**src/rtl/control_unit_pkg.sv**
```systemverilog
//------------------------------------------------------------------------------
// Module   : control_unit_pkg
// Purpose  : Shared processor encodings: opcodes, control states, bus selects.
// Revision : 1.0 - initial release
//------------------------------------------------------------------------------
`default_nettype none

package control_unit_pkg;

  localparam int c_op_w = 4;

  localparam logic [c_op_w-1:0] c_op_nop = 4'd0;
  localparam logic [c_op_w-1:0] c_op_add = 4'd1;
  localparam logic [c_op_w-1:0] c_op_sub = 4'd2;
  localparam logic [c_op_w-1:0] c_op_and = 4'd3;
  localparam logic [c_op_w-1:0] c_op_not = 4'd4;
  localparam logic [c_op_w-1:0] c_op_rd  = 4'd5;
  localparam logic [c_op_w-1:0] c_op_wr  = 4'd6;
  localparam logic [c_op_w-1:0] c_op_br  = 4'd7;
  localparam logic [c_op_w-1:0] c_op_brz = 4'd8;

  localparam logic [2:0] c_bus1_r0 = 3'd0;
  localparam logic [2:0] c_bus1_pc = 3'd4;

  localparam logic [1:0] c_bus2_alu  = 2'd0;
  localparam logic [1:0] c_bus2_bus1 = 2'd1;
  localparam logic [1:0] c_bus2_mem  = 2'd2;

  typedef enum logic [3:0] {
    S_IDLE = 4'd0,
    S_FET1 = 4'd1,
    S_FET2 = 4'd2,
    S_DEC  = 4'd3,
    S_EX1  = 4'd4,
    S_RD1  = 4'd5,
    S_RD2  = 4'd6,
    S_WR1  = 4'd7,
    S_WR2  = 4'd8,
    S_BR1  = 4'd9,
    S_BR2  = 4'd10,
    S_HALT = 4'd11
  } state_t;

endpackage

`default_nettype wire

```
**src/rtl/control_unit.sv**
```systemverilog
//------------------------------------------------------------------------------
// Module   : control_unit
// Purpose  : Multi-cycle instruction sequencer driving datapath strobes/muxes.
// Revision : 1.0 - initial release
//------------------------------------------------------------------------------
`default_nettype none

module control_unit
  import control_unit_pkg::*;
#(
  parameter int WORD_SIZE = 8,
  parameter int OP_SIZE   = 4
) (
  input  logic                 clk,
  input  logic                 clr,
  input  logic [WORD_SIZE-1:0] instruction,
  input  logic                 zero,
  output logic [3:0]           load_r,
  output logic                 load_pc,
  output logic                 inc_pc,
  output logic                 load_ir,
  output logic                 load_add_r,
  output logic                 load_reg_y,
  output logic                 load_reg_z,
  output logic                 write,
  output logic [2:0]           sel_bus1,
  output logic [1:0]           sel_bus2
);

  state_t r_state;
  state_t w_next;

  logic [OP_SIZE-1:0] w_opcode;
  logic [1:0]         w_src;
  logic [1:0]         w_dest;
  logic [3:0]         w_dest_sel;

  assign w_opcode   = instruction[WORD_SIZE-1 -: OP_SIZE];
  assign w_src      = instruction[3:2];
  assign w_dest     = instruction[1:0];
  assign w_dest_sel = 4'b0001 << w_dest;

  always_ff @(posedge clk or negedge clr) begin
    if (!clr) r_state <= S_IDLE;
    else      r_state <= w_next;
  end

  always_comb begin
    w_next     = S_HALT;
    load_r     = 4'b0000;
    load_pc    = 1'b0;
    inc_pc     = 1'b0;
    load_ir    = 1'b0;
    load_add_r = 1'b0;
    load_reg_y = 1'b0;
    load_reg_z = 1'b0;
    write      = 1'b0;
    sel_bus1   = c_bus1_r0;
    sel_bus2   = c_bus2_alu;

    case (r_state)
      S_IDLE: w_next = S_FET1;

      S_FET1: begin
        sel_bus1   = c_bus1_pc;
        sel_bus2   = c_bus2_bus1;
        load_add_r = 1'b1;
        w_next     = S_FET2;
      end

      S_FET2: begin
        sel_bus2 = c_bus2_mem;
        load_ir  = 1'b1;
        inc_pc   = 1'b1;
        w_next   = S_DEC;
      end

      S_DEC: begin
        case (w_opcode)
          c_op_nop: w_next = S_FET1;
          c_op_add, c_op_sub, c_op_and: begin
            sel_bus1   = {1'b0, w_src};
            sel_bus2   = c_bus2_bus1;
            load_reg_y = 1'b1;
            w_next     = S_EX1;
          end
          c_op_not: begin
            sel_bus1   = {1'b0, w_src};
            sel_bus2   = c_bus2_alu;
            load_reg_z = 1'b1;
            load_r     = w_dest_sel;
            w_next     = S_FET1;
          end
          c_op_rd, c_op_wr, c_op_br, c_op_brz: begin
            // Not-taken BRZ only steps the PC past the trailing address byte
            if (w_opcode == c_op_brz && !zero) begin
              inc_pc = 1'b1;
              w_next = S_FET1;
            end else begin
              sel_bus1   = c_bus1_pc;
              sel_bus2   = c_bus2_bus1;
              load_add_r = 1'b1;
              if (w_opcode == c_op_rd)      w_next = S_RD1;
              else if (w_opcode == c_op_wr) w_next = S_WR1;
              else                          w_next = S_BR1;
            end
          end
          default: w_next = S_HALT;
        endcase
      end

      S_EX1: begin
        sel_bus1   = {1'b0, w_dest};
        sel_bus2   = c_bus2_alu;
        load_reg_z = 1'b1;
        load_r     = w_dest_sel;
        w_next     = S_FET1;
      end

      S_RD1, S_WR1: begin
        sel_bus2   = c_bus2_mem;
        load_add_r = 1'b1;
        inc_pc     = 1'b1;
        w_next     = (r_state == S_RD1) ? S_RD2 : S_WR2;
      end

      S_RD2: begin
        sel_bus2 = c_bus2_mem;
        load_r   = w_dest_sel;
        w_next   = S_FET1;
      end

      S_WR2: begin
        sel_bus1 = {1'b0, w_src};
        write    = 1'b1;
        w_next   = S_FET1;
      end

      S_BR1: begin
        sel_bus2   = c_bus2_mem;
        load_add_r = 1'b1;
        w_next     = S_BR2;
      end

      S_BR2: begin
        sel_bus2 = c_bus2_mem;
        load_pc  = 1'b1;
        w_next   = S_FET1;
      end

      S_HALT:  w_next = S_HALT;
      default: w_next = S_HALT;
    endcase
  end

endmodule

`default_nettype wire
```
**config.mk**
```make
export PLATFORM = sky130hd
export DESIGN_NAME = control_unit
export DESIGN_NICKNAME = d
export VERILOG_FILES = /design/src/rtl/control_unit_pkg.sv /design/src/rtl/control_unit.sv
export SDC_FILE = /design/constraint.sdc
export NUM_CORES = 1
export LEC_CHECK = 0
export CAP_MARGIN = 30
export CORE_MARGIN = 1.5
export CORE_UTILIZATION = 43
export CTS_CLUSTER_DIAMETER = 50
export CTS_CLUSTER_SIZE = 10
export DETAILED_ROUTE_END_ITERATION = 10
export PLACE_DENSITY = 0.79
export SLEW_MARGIN = 20
export SYNTH_ARGS = -nofsm -noshare
export SYNTH_HDL_FRONTEND = slang
export SYNTH_SLANG_ARGS = --single-unit
```
**constraint.sdc**
```tcl
create_clock -name clk -period 3.4 [get_ports clk]
set_clock_uncertainty 0.2 [all_clocks]
set_input_delay 0.51 -clock clk [delete_from_list [all_inputs] [get_ports clk]]
set_output_delay 0.51 -clock clk [all_outputs]
set_load 0.02 [all_outputs]
```
==> impl_metrics.toml, run 1 <==
[placement]
dp.final_hpwl_um = 1100
finalWeightedCongestion = 0.848
placed_cell_area_um2 = 847
port_buffers = 26
place_inst = 114

[power]
switching_share_pct = 25.4
leakage_nw = 0.279
power.density_nw_per_um2 = 165
pwr-share-comb_pct = 24.5
vdd_drop_max_mv = 0.248
power_frac_seq_pct = 33.4
p_clk_share_pct = 42.1
p_sw_mw = 0.0364
p_int_mw = 0.107

[worst_setup_path]
crit_fanout = 2
cpMaxStageDelayCell = "clkdlybuf4s50_1"
arrival_ns = 2.40
required_ns = 2.69
cp-end-kind = "output port"
reg2reg_from = "r_state[2]"
critPathMostFrequentCell = "clkdlybuf4s50_1"
path_class = "in2out"
setup.worst_path.start = "instruction[5]"
worstSetupStartpointType = "input port"
max_stage_delay_ns = 0.61
cp_cell_sequence = "clkdlybuf4s50_1 -> nor4b_4 -> or3b_1 -> a21oi_2 -> clkdlybuf4s50_1"
reg2reg_slack_ns = 1.77

[run_status]
status = "finished clean"

[die]
ioPinCount = 27
die_height_um = 40.5
start_util_pct = 46.3
fp.coreArea_um2 = 1300
num_rows = 13
dieArea_um2 = 1640
die_w_um = 40.5

[global_route]
grt-ovfl-total = 0
track_usage_pct = 23.0
grt_pass1_vias = 507
antenna_found_initial = 0
grt_pass1_wl_um = 2390
grt_max_degree = 20

[synthesis]
syn-num-nets = 88
synth_flop_cell = "dfrtp_1"
ys_ff_latch = 4
synth_area_leader_cell = "dfrtp_1"
synth_top_area_share_pct = 16.6
async_reset_ff_share_pct = 100
synth_edf_count = 0
synth.most_common_cell = "nand2_1"
synth_common_cells = "nand2_1, nor2_1, a31oi_1, nor3b_1, o21ai_0"
postSynthCellCount = 77
yosysWarningCount = 0
avgSynthCellArea_um2 = 7.83
ys_seq_area_share_pct = 16.6
synthTopCellsByArea = "dfrtp_1, nor3b_1, a31oi_1"
syn-cell-area_um2 = 603
ys_types = 38

[sta]
max_slew_margin_pct = 65.5
min_period_ns = 3.11
setup_viol = 0
setup-tns-final_ns = 0
rsz0062_at_grt = "false"
fin_crit_sh_pct = 91.4
finalMaxSlewViolations = 0
hold_viol_final = 0
max_freq_ghz = 0.322
worst_pin_slew_ns = 0.518

[finish]
largest_reg_flops = 4
final_cells = 117
top_register = "r_state"
drive_above_1_share_pct = 11.8
largest_registers = "r_state: 4 flops"
fillers = 129
final_design_area_no_fill_um2 = 870
syn_to_final_growth_pct = 44.2
fin_nets = 115
final_util_pct = 66.8
num_antenna_cells = 0

[routing]
wl_per_cell_um = 13.0
firstDrtPassIters = 4
drt-total-wl_um = 1520
viasPerCell = 5.86
postRouteAntennaNets = 0
num_vias = 686
drt_iter0_markers = 22
post-route-drc-count = 0

[cts]
cts-htree-levels = 1
cts_tree = "built"
path_clk_slew_ns = 0.04
cts-root-buf = "clkbuf_4"
postCtsHoldBufs = 0
cts_made_buffers = 3
insertion_delay_ns = 0.24
cts.repair.resized = 0
clkSinkCount = 4
post-cts-setup-buffers = 0
cts_max_path_buffers = 2

[worst_hold_path]
hold_path_class = "in2async"

[job]
cap_violations = 0
==> cell type report <==
class / instances / area [um^2] / area share, %
timing repair buffer: 31 / 298 / 34.2
multi-input combinational: 64 / 430 / 49.5
clock buffer: 3 / 22.5 / 2.59
sequential: 4 / 100 / 11.5
tap: 15 / 18.8 / 2.16
==> worst max-delay path: cells and delay by family <==
family                 cells  cell delay, ns
and+or+nand+nor            2            0.69
buffers and inverters      2            1.06
AOI/OAI and AO/OA          1            0.14
==> final timing paths <==
kind / end / cells past startpoint
min reg2reg: r_state[2] / 2
min in group clk: r_state[2] / 2
min: r_state[3] / 1
max reg2reg: r_state[1] / 3
max: load_reg_z / 5
max in group asynchronous: r_state[0] / 1
==> power groups by stage <==
stage	clock network (mW)	registers, mW	logic, mW
after CTS	0.0642	0.0479	0.0349
after global placement	0	0.0485	0.0344
after detailed placement	0	0.0485	0.0347
final	0.0604	0.0479	0.0351
after global routing	0.0663	0.0478	0.0382
after floorplan	0	0.0485	0.0167
==> layer usage <==
layer | GRT usage, % | wire length (um) | vias to the layer above
met3 | 5.00 | 96 | 4
met4 | 15.0 | 35 | 0
li1 | - | - | 344
met5 | 0 | 0 | -
met1 | 29.7 | 700 | 313
met2 | 33.7 | 687 | 25
==> metrics by stage <==
stage | setup WS [ns] | hold WS, ns | power, mW
4_1_cts | 0.276 | 0.259 | 0.147
6_report | 0.293 | 0.267 | 0.143
3_3_place_gp | 0.286 | 0.437 | 0.0829
2_1_floorplan | 1.11 | 0.0144 | 0.0652
3_5_place_dp | 0.276 | 0.441 | 0.0832
5_1_grt | 0.122 | 0.272 | 0.152
==> cells in the final DEF, fill, tap and decap left out, types with 3 or more instances in the layout <==
| master | synthesis | layout |
|---|---|---|
| a31oi_1 | 5 | 5 |
| nand2_1 | 8 | 8 |
| nor2b_1 | 3 | 3 |
| nor3b_1 | 5 | 5 |
| clkbuf_4 | 0 | 3 |
| buf_4 | 0 | 5 |
| nor2_1 | 7 | 7 |
| clkdlybuf4s50_1 | 0 | 26 |
| nand3b_1 | 3 | 3 |
| o21ai_0 | 5 | 5 |
| dfrtp_1 | 4 | 4 |
==> cells by family (layout without fill, tap and decap cells) <==
family / count (synthesis) / in the layout / share of synthesized area, %
buffers and inverters: 9 / 34 / 12.0
DFF: 4 / 4 / 16.6
AOI/OAI and AO/OA: 23 / 23 / 27.6
muxes: 1 / 1 / 1.66
xor gates and xnor gates: 1 / 1 / 1.45
and+or+nand+nor: 39 / 39 / 40.7
Note: power is estimated with default switching activity, not from simulation.
==> run 2: changes to the inputs <==
--- a/config.mk
+++ b/config.mk
@@ -6,7 +6,6 @@
 export NUM_CORES = 1
 export LEC_CHECK = 0
 export CAP_MARGIN = 30
-export CORE_MARGIN = 1.5
 export CORE_UTILIZATION = 43
 export CTS_CLUSTER_DIAMETER = 50
 export CTS_CLUSTER_SIZE = 10
==> run 2 against run 1 <==
  * Clock power is 6.1% higher
  * Combinational power up 1%
  * Die area shrank 4.9%
  * Global-route usage is 0.097 points higher
  * Final area did not move
  * Critical endpoint is now sel_bus1[2]
  * Power up 2.8%
  * Via count is 2.3% higher
  * First-iteration DRC count shrank 18%
  * Final cell count is the same
  * Non-clock buffer count did not move
  * Largest cell class unchanged
  * Sequential share of layout area unchanged
  * Sequential power about the same
==> impl_metrics.toml, run 2 (synthesis gave the netlist of run 1 again) <==
[placement]
finalWeightedCongestion = 0.843
place_ws_ns = 0.284
dp.final_hpwl_um = 1140
port_buffers = 26

[cts]
postCtsHoldBufs = 0
path_clk_slew_ns = 0.05
cts.repair.resized = 0
cts-root-buf = "clkbuf_4"
insertion_delay_ns = 0.25
cts_max_path_buffers = 2
clkSinkCount = 4
post-cts-setup-buffers = 0
cts_made_buffers = 3
cts-htree-levels = 1
cts_tree = "built"

[routing]
viasPerCell = 6.00
firstDrtPassIters = 4
postRouteAntennaNets = 0
wl_per_cell_um = 13.5
post-route-drc-count = 0
drt-total-wl_um = 1580
num_vias = 702
drt_iter0_markers = 18

[sta]
min_period_ns = 3.10
max_slew_margin_pct = 66.7
hold_viol_final = 0
fin_crit_sh_pct = 91.2
worst_pin_slew_ns = 0.499
setup_slack_ns = 0.298
max_freq_ghz = 0.322
rsz0062_at_grt = "false"
finalMaxSlewViolations = 0
setup_viol = 0
setup-tns-final_ns = 0

[finish]
syn_to_final_growth_pct = 44.2
fillers = 127
largest_reg_flops = 4
top_register = "r_state"
num_antenna_cells = 0
drive_above_1_share_pct = 11.8
fin_nets = 115
final_cell_mix = "clkdlybuf4s50_1, nand2_1, nor2_1"
mostFrequentLayoutCell = "clkdlybuf4s50_1"
largest_registers = "r_state: 4 flops"

[power]
leakage_nw = 0.279
vdd_drop_max_mv = 0.209
power.density_nw_per_um2 = 170
total_power_mw = 0.147

[worst_setup_path]
required_ns = 2.69
path_class = "in2out"
reg2reg_slack_ns = 1.77
crit_fanout = 6
reg2reg_from = "r_state[2]"
arrival_ns = 2.39
timing.rr.end = "r_state[1]"
cp-end-kind = "output port"
r2r.worst_path.cells = 3
worstSetupStartpointType = "input port"

[die]
ioPinCount = 27
fp.coreArea_um2 = 1300
num_rows = 13
dieArea_um2 = 1560
die_w_um = 39.5
die_height_um = 39.5
start_util_pct = 46.3

[run_status]
status = "finished clean"

[worst_hold_path]
hold_path_class = "in2async"

[job]
cap_violations = 0

[global_route]
antenna_found_initial = 0
grt_pass1_wl_um = 2480
grt_max_degree = 20
grt_pass1_vias = 580
track_usage_pct = 23.1
grt-ovfl-total = 0
==> run 2: through the flow <==
stage	cells	util, %	instance area (um^2)	hold slack, ns
2_1_floorplan	77	-	603	0.0144
3_3_place_gp	114	65.1	847	0.434
3_5_place_dp	114	65.1	847	0.464
4_1_cts	117	66.8	870	0.271
5_1_grt	117	66.8	870	0.289
6_report	117	66.8	870	0.273
==> run 2: layout make-up <==
class,instances,area (um^2),share of cell area (%)
multi-input combinational,64,430,49.5
timing repair buffer,31,298,34.2
sequential,4,100,11.5
clock buffer,3,22.5,2.59
tap,15,18.8,2.16
==> run 2: worst max-delay path by stage <==
stage | startpoint | end | slack, ns | cells after the start
3_5_place_dp | instruction[5] | load_reg_z | 0.28 | 5
3_3_place_gp | instruction[5] | load_reg_z | 0.29 | 5
6_report | instruction[5] | sel_bus1[2] | 0.30 | 6
4_1_cts | instruction[5] | load_reg_z | 0.28 | 5
2_1_floorplan | instruction[4] | load_r[1] | 1.11 | 4
5_1_grt | instruction[5] | sel_bus2[0] | 0.16 | 6
==> run 2: worst max-delay path, stage by stage <==
cell             delay [ns]
clkdlybuf4s50_1        0.45
buf_4                  0.18
nor2_1                 0.23
nand4b_1               0.19
a31oi_1                0.21
clkdlybuf4s50_1        0.62
==> run 2: metal layers <==
metal	vias up	track usage (%)	wire, um
li1	345	-	-
met1	323	29.8	717
met2	32	37.7	759
met3	2	0	85
met4	0	14.7	16
met5	-	0	0
==> run 2: report_power, final <==
part	leakage (nW)	total, mW	internal, mW	switching [mW]
Combinational	0.225	0.0356	0.0196	0.0160
Clock	0.0138	0.0641	0.0398	0.0243
Sequential	0.0402	0.0478	0.0478	0.00000000000000108
